File: config.mk
export PLATFORM = sky130hd
export DESIGN_NAME = multiplier_seq
export DESIGN_NICKNAME = d
export VERILOG_FILES = /design/src/rtl/multiplier_seq_pkg.sv /design/src/rtl/multiplier_seq_step.sv /design/src/rtl/multiplier_seq.sv
export SDC_FILE = /design/constraint.sdc
export NUM_CORES = 1
export LEC_CHECK = 0
export BUFFER_PORTS_ARGS = -buffer_cell sky130_fd_sc_hd__buf_2
export CAP_MARGIN = 40
export CELL_PAD_IN_SITES_DETAIL_PLACEMENT = 0
export CELL_PAD_IN_SITES_GLOBAL_PLACEMENT = 1
export CORE_MARGIN = 2
export CORE_UTILIZATION = 30
export CTS_CLUSTER_DIAMETER = 40
export CTS_CLUSTER_SIZE = 40
export DETAILED_ROUTE_END_ITERATION = 8
export PLACE_DENSITY_LB_ADDON = 0.1
export SLEW_MARGIN = 20
export SYNTH_ARGS = -nofsm -noshare
export SYNTH_HDL_FRONTEND = slang
export SYNTH_HIERARCHICAL = 1
export SYNTH_SLANG_ARGS = --single-unit
File: constraint.sdc
create_clock -name clk -period 3 [get_ports clk]
set_input_delay 0.15 -clock clk [delete_from_list [all_inputs] [get_ports clk]]
set_output_delay 0.15 -clock clk [all_outputs]
set_load 0.01 [all_outputs]
File: src/rtl/multiplier_seq_pkg.sv
// Shared types and width helpers for the sequential radix-2 multiplier.
package multiplier_seq_pkg;

  typedef enum logic [1:0] {
    IDLE = 2'd0,
    RUN  = 2'd1,
    DONE = 2'd2
  } state_t;

  localparam int DEFAULT_WIDTH = 4;

  function automatic int prod_width(input int width);
    return 2 * width;
  endfunction

endpackage

File: src/rtl/multiplier_seq_step.sv
// One radix-2 shift-add step: conditional accumulate, then shift both operands.
module multiplier_seq_step
  import multiplier_seq_pkg::*;
#(
  parameter int WIDTH = DEFAULT_WIDTH
) (
  input  logic [prod_width(WIDTH)-1:0] acc,
  input  logic [prod_width(WIDTH)-1:0] mcand,
  input  logic [WIDTH-1:0]             mplier,
  output logic [prod_width(WIDTH)-1:0] acc_next,
  output logic [prod_width(WIDTH)-1:0] mcand_next,
  output logic [WIDTH-1:0]             mplier_next
);

  always_comb begin
    acc_next    = mplier[0] ? acc + mcand : acc;
    mcand_next  = mcand << 1;
    mplier_next = mplier >> 1;
  end

endmodule

File: src/rtl/multiplier_seq.sv
// Iterative WIDTH-cycle multiplier with valid/ready handshakes on both sides.
// Define MULTIPLIER_SEQ_SIGNED_EN to honour signed_mode (magnitude + final negate).
module multiplier_seq
  import multiplier_seq_pkg::*;
#(
  parameter int WIDTH = DEFAULT_WIDTH,
  parameter int CNT_W = $clog2(WIDTH) + 1
) (
  input  logic                         clk,
  input  logic                         rst,
  input  logic                         in_valid,
  output logic                         in_ready,
  input  logic [WIDTH-1:0]             A,
  input  logic [WIDTH-1:0]             B,
  input  logic                         signed_mode,
  output logic                         out_valid,
  input  logic                         out_ready,
  output logic [prod_width(WIDTH)-1:0] product
);

  localparam int PW = prod_width(WIDTH);
  localparam logic [CNT_W-1:0] LAST_STEP = CNT_W'(WIDTH - 1);

  state_t            state;
  logic [PW-1:0]     acc, mcand, acc_nx, mcand_nx, result;
  logic [WIDTH-1:0]  mplier, mplier_nx, a_mag, b_mag;
  logic [CNT_W-1:0]  cnt;

`ifdef MULTIPLIER_SEQ_SIGNED_EN
  logic neg, neg_in;

  // Magnitude of -2^(W-1) wraps to 2^(W-1), which is still correct read as unsigned.
  always_comb begin
    a_mag  = (signed_mode && A[WIDTH-1]) ? -A : A;
    b_mag  = (signed_mode && B[WIDTH-1]) ? -B : B;
    neg_in = signed_mode && (A[WIDTH-1] ^ B[WIDTH-1]);
  end

  assign result = neg ? -acc_nx : acc_nx;
`else
  logic unused_signed_mode;

  assign unused_signed_mode = signed_mode;
  assign a_mag  = A;
  assign b_mag  = B;
  assign result = acc_nx;
`endif

  multiplier_seq_step #(.WIDTH(WIDTH)) u_step (
    .acc        (acc),
    .mcand      (mcand),
    .mplier     (mplier),
    .acc_next   (acc_nx),
    .mcand_next (mcand_nx),
    .mplier_next(mplier_nx)
  );

  always_ff @(posedge clk) begin
    if (rst) begin
      state     <= IDLE;
      in_ready  <= 1'b1;
      out_valid <= 1'b0;
      product   <= '0;
      cnt       <= '0;
      acc       <= '0;
      mcand     <= '0;
      mplier    <= '0;
`ifdef MULTIPLIER_SEQ_SIGNED_EN
      neg       <= 1'b0;
`endif
    end else begin
      case (state)
        IDLE: begin
          if (in_valid) begin
            acc      <= '0;
            mcand    <= PW'(a_mag);
            mplier   <= b_mag;
            cnt      <= '0;
`ifdef MULTIPLIER_SEQ_SIGNED_EN
            neg      <= neg_in;
`endif
            in_ready <= 1'b0;
            state    <= RUN;
          end
        end
        RUN: begin
          acc    <= acc_nx;
          mcand  <= mcand_nx;
          mplier <= mplier_nx;
          cnt    <= cnt + CNT_W'(1);
          // Final step result goes straight to the output register.
          if (cnt == LAST_STEP) begin
            product   <= result;
            out_valid <= 1'b1;
            state     <= DONE;
          end
        end
        DONE: begin
          if (out_ready) begin
            out_valid <= 1'b0;
            in_ready  <= 1'b1;
            state     <= IDLE;
          end
        end
        default: state <= IDLE;
      endcase
    end
  end

endmodule
==> flow_summary.yaml, run 1 <==
sta:
  tightest_slew_ns: 0.7722
  min_period_over_period_pct: 71.88
  rsz0062_at_grt: "no"
  hold_viol: 0
  max_freq_mhz: 463.7
  fin_crit_ns: 2.156
  finClkSkew_ns: 0.005532
  relSlewSlack_pct: 48.49
  final-setup-viol-count: 0
  tns_ns: 0
  maxSlewViolCount: 0
placement:
  hpwlAfterDp_um: 3004
  place.gp.congestion: 0.7142
  portBuffers: 21
power:
  pwr-share-comb_pct: 11.2
  p_sw_uw: 261.3
  irDropWorstVdd_mv: 0.1916
  p_sw_share_pct: 26.25
  power.share.clock_pct: 38.9
  sequentialPowerShare_pct: 49.9
  internal_power_uw: 733.9
  cellPowerDensity_nw_per_um2: 476.6
  totalPowerFinal_uw: 995.2
  p_leak_uw: 0.0008348
layout:
  nets: 250
  multi_input_area_sq_um: 1049
  drive_gt1_share_pct: 19.74
  num-fill-cells: 715
  area_growth_pct: 7.469
  diodes: 0
  seq_area_sq_um: 700.7
drt:
  vias_per_cell: 4.866
  post_drt_wl_per_cell_um: 14.16
  dr.first_iter.drc_count: 60
  detail-route-antenna-nets: 0
  drt-pass1-iter-count: 4
  num_vias: 1484
  wirelength_um: 4318
  drc_errors: 0
clocking:
  clkTransAtPathRegs_ns: 0.07
  cts_repair_resize_count: 0
  root_buffer: "clkbuf_8"
  clk_path_buf_depth: 2
  cts_buffers: 5
  clk_latency_ns: 0.28
  cts_setup_buffers: 0
  hold_buffers: 0
  cts_tree: "yes"
  h-tree-depth: 2
  clock_sinks: 35
floorplan:
  die_x_um: 84.48
  num_rows: 29
  initial_core_util_pct: 30.78
  io_pins: 23
  die_h_um: 84.48
  core_area_sq_um: 6314
  dieArea_sq_um: 7137
global_route:
  grt_max_degree: 36
  antenna_found_initial: 0
  grt_pass1_vias: 1469
  grt_first_pass_wirelength_um: 7314
  grtUsageTotal_pct: 12.92
  grt_overflow: 0
yosys:
  ys.flop_type: "dfxtp_1"
  yosysMostFrequentCell: "dfxtp_1"
  synth_warnings: 6
  syn-instance-count: 221
  yosys.area.top_type_share_pct: 36.06
  synth_cell_types: 49
  synth_area_leaders: "dfxtp_1 36%, nor2_1 6.6%, buf_4 5.8%, ha_1 5.8%, a22oi_1 5.0%"
  syn_area_sq_um: 1943
  synth_edf_count: 0
  yosys.area.top_type: "dfxtp_1"
  synth_seq_cells: 35
  synthTopCellsByCount: "35 x dfxtp_1, 34 x nor2_1, 15 x a21oi_1, 15 x buf_4, 15 x nand2_1"
  synthArstFlopShare_pct: 0
  syn_area_per_cell_sq_um: 8.792
  ys_seq_area_share_pct: 36.06
setup_path:
  path_delay_family: "compound AO/OA/AOI/OAI gates"
  critical_path.max_fanout: 3
  reg2regPathDepth: 9
  cp_slowest_cell: "fa_1"
  arrival_ns: 2.37
  cp_num_cells: 9
  critical_path_class: "flip-flop to flip-flop"
  worstSetupEndpoint: "acc[6]"
  worstPathRequired_ns: 3.22
  cp-end-kind: "flip-flop"
  max_stage_delay_ns: 0.41
  reg2reg_to: "acc[6]"
  cp_cell_sequence: "ha_1, inv_1, fa_1, nor2b_1, o31a_1, o21ai_1, o311ai_1, a22oi_1, nor2_1"
  path_buf_inv: 1
  r2r-start: "mcand[0]"
  reg2reg_slack_ns: 0.84
  startpoint: "mcand[0]"
  cp-start-kind: "flip-flop"
min_path:
  hold_path_class: "input pin to flip-flop"
flow_run:
  max-cap-violations: 0
status:
  status: "complete, no violations"
-- cell usage in the layout (no fill, tap or decap), drive strengths merged, types with 3 or more instances in the layout --
cell type  Yosys  routed
a21o           3       3
nor2          35      35
a21oi         15      15
nand3          9       9
o21bai         4       4
a22oi         13      13
ha             9       9
dfxtp         35      35
a211oi         9       9
nand2         15      15
o21ai          4       4
buf           21      22
nor4           4       4
nand2b         3       3
clkbuf         3       7
mux2           3       3
inv            6       6
mux2i          5       5
nor2b          3       3
-- worst min-delay path: stages --
cell and delay, ns:
buf_2 0.10, nor2_1 0.09, nor4_1 0.05
-- per-layer routing --
layer | up-vias | wire length, um | GRT usage (%)
li1 | 779 | - | -
met2 | 22 | 2074 | 21.69
met5 | - | 0 | 0
met1 | 681 | 2073 | 16.90
met3 | 2 | 147 | 2.950
met4 | 0 | 23 | 3.030
-- power by group through the flow --
stage / sequential, uW / clock (uW) / combinational (uW)
6_report: 497 / 387 / 111
5_1_grt: 500 / 429 / 125
4_1_cts: 497 / 405 / 114
3_5_place_dp: 508 / 0 / 114
3_3_place_gp: 508 / 0 / 114
2_1_floorplan: 502 / 0 / 105
-- cell families after synthesis --
family / count (synthesis) / share of synthesized area (%)
AO/OA/AOI/OAI: 58 / 22.54
XOR/XNOR: 3 / 1.352
multiplexers: 8 / 4.507
AND/OR/NAND/NOR: 75 / 18.35
adder cells (fa/ha/maj): 10 / 6.826
buffers and inverters: 31 / 10.17
other: 1 / 0.1930
flip-flops: 35 / 36.06
-- worst min-delay path by stage --
stage	start	endpoint	depth (start not counted)
detailed placement	A[1]	mcand[1]	3
global placement	product[5]	product[5]	2
finish	A[1]	mcand[1]	3
floorplan	out_ready	in_ready	2
global route	A[1]	mcand[1]	3
CTS	A[1]	mcand[1]	3
-- cell type report --
class	count	share of cell area, %
multi-input cells	156	50.21
flip-flops and latches	35	33.55
repair buffers	22	5.392
clock buffers	7	4.614
well taps	77	4.614
inverters	7	1.258
clock inverters	1	0.3595
-- stage by stage --
step	cells	cell area (sq um)	utilization [%]	hold WS, ns	setup slack, ns
2_1_floorplan	222	1947	-	0.3251	1.134
3_3_place_gp	297	1984	31.43	0.4434	0.8538
3_5_place_dp	297	1984	31.43	0.4442	0.8511
4_1_cts	305	2088	33.08	0.1373	0.8225
5_1_grt	305	2088	33.08	0.1330	0.6408
6_report	305	2088	33.08	0.1505	0.8436
-- sequential cells by signal, summed over array words and instances (netlist names) --
signal,count
acc,8
mcand,8
product,8
mplier,4
cnt,3
state,2
in_ready,1
out_valid,1
Power figures use the tool's default switching activity.
==> inputs of run 2 (changes only) <==
--- a/config.mk
+++ b/config.mk
@@ -5,6 +5,7 @@
 export SDC_FILE = /design/constraint.sdc
 export NUM_CORES = 1
 export LEC_CHECK = 0
+export ABC_AREA = 1
 export BUFFER_PORTS_ARGS = -buffer_cell sky130_fd_sc_hd__buf_2
 export CAP_MARGIN = 40
 export CELL_PAD_IN_SITES_DETAIL_PLACEMENT = 0
==> constraint.sdc (replaced) <==
create_clock -name clk -period 2.1 [get_ports clk]
set_input_delay 0.105 -clock clk [delete_from_list [all_inputs] [get_ports clk]]
set_output_delay 0.105 -clock clk [all_outputs]
set_load 0.01 [all_outputs]
==> run 2 against run 1 <==
Wire length increased by 14%. Clock skew increased by 0.0029 ns. Largest power group unchanged. Combinational power increased by 43%. Critical endpoint is now product[4]. Core utilization decreased by 0.072 points. Final cell count increased by 28%. Critical path depth increased by 2.
==> flow_summary.yaml, run 2 <==
clocking:
  clk_path_buf_depth: 2
  h-tree-depth: 2
  hold_buffers: 0
  cts_setup_buffers: 0
  clk_latency_ns: 0.28
  cts_tree: "yes"
  cts_repair_resize_count: 0
  root_buffer: "clkbuf_8"
  clkTransAtPathRegs_ns: 0.08
  cts_buffers: 5
  clock_sinks: 35
sta:
  rsz0062_at_grt: "no"
  hold_viol: 0
  tns_ns: 0
  finClkSkew_ns: 0.008412
  max_freq_mhz: 544.6
  relSlewSlack_pct: 66.51
  fin_crit_ns: 1.836
  fin_ws_ns: 0.2637
  maxSlewViolCount: 0
  final-setup-viol-count: 0
  min_period_over_period_pct: 87.44
  tightest_slew_ns: 0.5023
yosys:
  syn_area_sq_um: 2121
  synthTopCellsByCount: "77 x nand2_1, 35 x dfxtp_1, 30 x nand3_1"
  synth_seq_cells: 35
  synth_warnings: 6
  syn_area_per_cell_sq_um: 7.441
  synth_edf_count: 0
  yosysMostFrequentCell: "nand2_1"
  ys_seq_area_share_pct: 33.04
  yosys.area.top_type: "dfxtp_1"
  yosys.area.top_type_share_pct: 33.04
  syn-instance-count: 285
  synth_cell_types: 31
  synth_area_leaders: "dfxtp_1 33%, nand2_1 14%, nand3_1 7.1%, a21oi_1 5.4%, ha_1 5.3%"
  ys.flop_type: "dfxtp_1"
  synthArstFlopShare_pct: 0
setup_path:
  cp-start-kind: "flip-flop"
  cp-end-kind: "flip-flop"
  reg2reg_slack_ns: 0.26
  reg2reg_to: "product[4]"
  crit_path_frequent_cell: "nand2_1"
  cp_num_cells: 11
  reg2regPathDepth: 11
  cp_cell_sequence: "ha_1, inv_1, fa_1, inv_1, nand2_1, nand2_1, and2_4, nor2_1, o21ai_1, nand2_1, a21oi_1"
  path_buf_inv: 2
  max_stage_delay_ns: 0.37
  critical_path_class: "flip-flop to flip-flop"
  path_delay_family: "adder cells"
  arrival_ns: 2.05
  cp_slowest_cell: "dfxtp_1"
  r2r-start: "acc[0]"
  critical_path.max_fanout: 3
  worstPathRequired_ns: 2.32
layout:
  nets: 315
  fin_util_pct: 33.00
  design_area_sq_um: 2255
  instances_no_fill: 389
  diodes: 0
  layout_commonest_cell: "nand2_1"
  mostFrequentLayoutCells: "77 x nand2_1, 35 x dfxtp_1, 30 x nand3_1, 26 x inv_1, 23 x a21oi_1"
  drive_gt1_share_pct: 20.48
  area_growth_pct: 6.313
  largestRegisters: "acc x8, mcand x8, product x8"
min_path:
  min_from: "A[2]"
  min_to: "mcand[2]"
  hold_path_class: "input pin to flip-flop"
  hold_path_depth: 5
global_route:
  grtUsageTotal_pct: 13.79
  grt_pass1_vias: 1594
  grt_max_degree: 28
  grt_first_pass_wirelength_um: 8224
  grt_overflow: 0
  antenna_found_initial: 0
floorplan:
  die_x_um: 88.08
  io_pins: 23
  initial_core_util_pct: 31.04
  num_rows: 30
  dieArea_sq_um: 7758
  die_h_um: 88.08
  core_area_sq_um: 6832
drt:
  wirelength_um: 4935
  drt-pass1-iter-count: 4
  num_vias: 1719
  vias_per_cell: 4.419
  drc_errors: 0
  post_drt_wl_per_cell_um: 12.69
  dr.first_iter.drc_count: 72
  detail-route-antenna-nets: 0
placement:
  pre_cts_slack_ns: 0.2684
  placed_cells_incl_taps: 381
  place.gp.congestion: 0.7353
  hpwlAfterDp_um: 3532
  portBuffers: 21
  post_dp_cell_area_sq_um: 2155
power:
  p_leak_uw: 0.0009600
  cellPowerDensity_nw_per_um2: 625.4
  irDropWorstVdd_mv: 0.2815
flow_run:
  max-cap-violations: 0
status:
  status: "complete, no violations"
[run 2: cell count changes in the layout (fill, tap and decap cells not counted), moves of 8 or more]
| cell | before | now |
|---|---|---|
| nand3_1 | 9 | 30 |
| nand3_2 | 0 | 10 |
| a21oi_1 | 15 | 23 |
| inv_1 | 6 | 26 |
| a22oi_1 | 13 | 0 |
| a21oi_2 | 0 | 10 |
| nor2_1 | 34 | 15 |
| nand2_1 | 15 | 77 |
[run 2: per-layer routing]
| layer | up-vias | GRT usage (%) | routed length, um |
|---|---|---|---|
| met5 | - | 0 | 0 |
| met4 | 0 | 3.306 | 43 |
| met3 | 5 | 2.262 | 181 |
| met2 | 26 | 20.25 | 2041 |
| met1 | 774 | 20.96 | 2669 |
| li1 | 914 | - | - |
[run 2: through the flow]
step                      hold slack, ns  power (uW)
after floorplan                   0.2743       875.3
after global placement            0.4366       886.7
after detailed placement          0.4466       885.5
after CTS                         0.1502        1430
after global routing              0.1841        1479
final                             0.1539        1410
[run 2: power breakdown]
part	leakage, uW	switching (uW)	internal [uW]
clock network	0.0000515	243	300
logic	0.000624	109	50.6
registers	0.000284	23.7	684
[run 2: final cells by class]
class                           instances  area, sq um
Multi-Input combinational cell        198         1104
Fill cell                             785         4577
Clock buffer                            8        100.1
Sequential cell                        35        700.7
Tap cell                               96        120.1
Inverter                               30        117.6
Timing Repair Buffer                   22        112.6
[run 2: worst min-delay path, cell delays in order]
cell     delay [ns]
buf_2          0.08
nand3_1        0.06
nand2_1        0.06
nor2_1         0.03
nor2_1         0.06
[run 2: worst max path at each step]
stage / start / slack [ns] / to
floorplan: acc[0] / 0.43 / acc[4]
global placement: acc[0] / 0.27 / acc[4]
detailed placement: acc[0] / 0.27 / acc[4]
CTS: acc[0] / 0.24 / product[4]
finish: acc[0] / 0.26 / product[4]
global route: acc[0] / 0.07 / acc[6]
[run 2: kinds of logic after synthesis]
kind of cell    count (synthesis)  synth area share (%)
compound gates                 41                 11.56
xor+xnor                        1                0.4131
fa+ha+maj                      10                 6.254
buf+inv                        53                 15.10
flops                          35                 33.04
other cells                     1                0.1768
simple gates                  144                 33.45
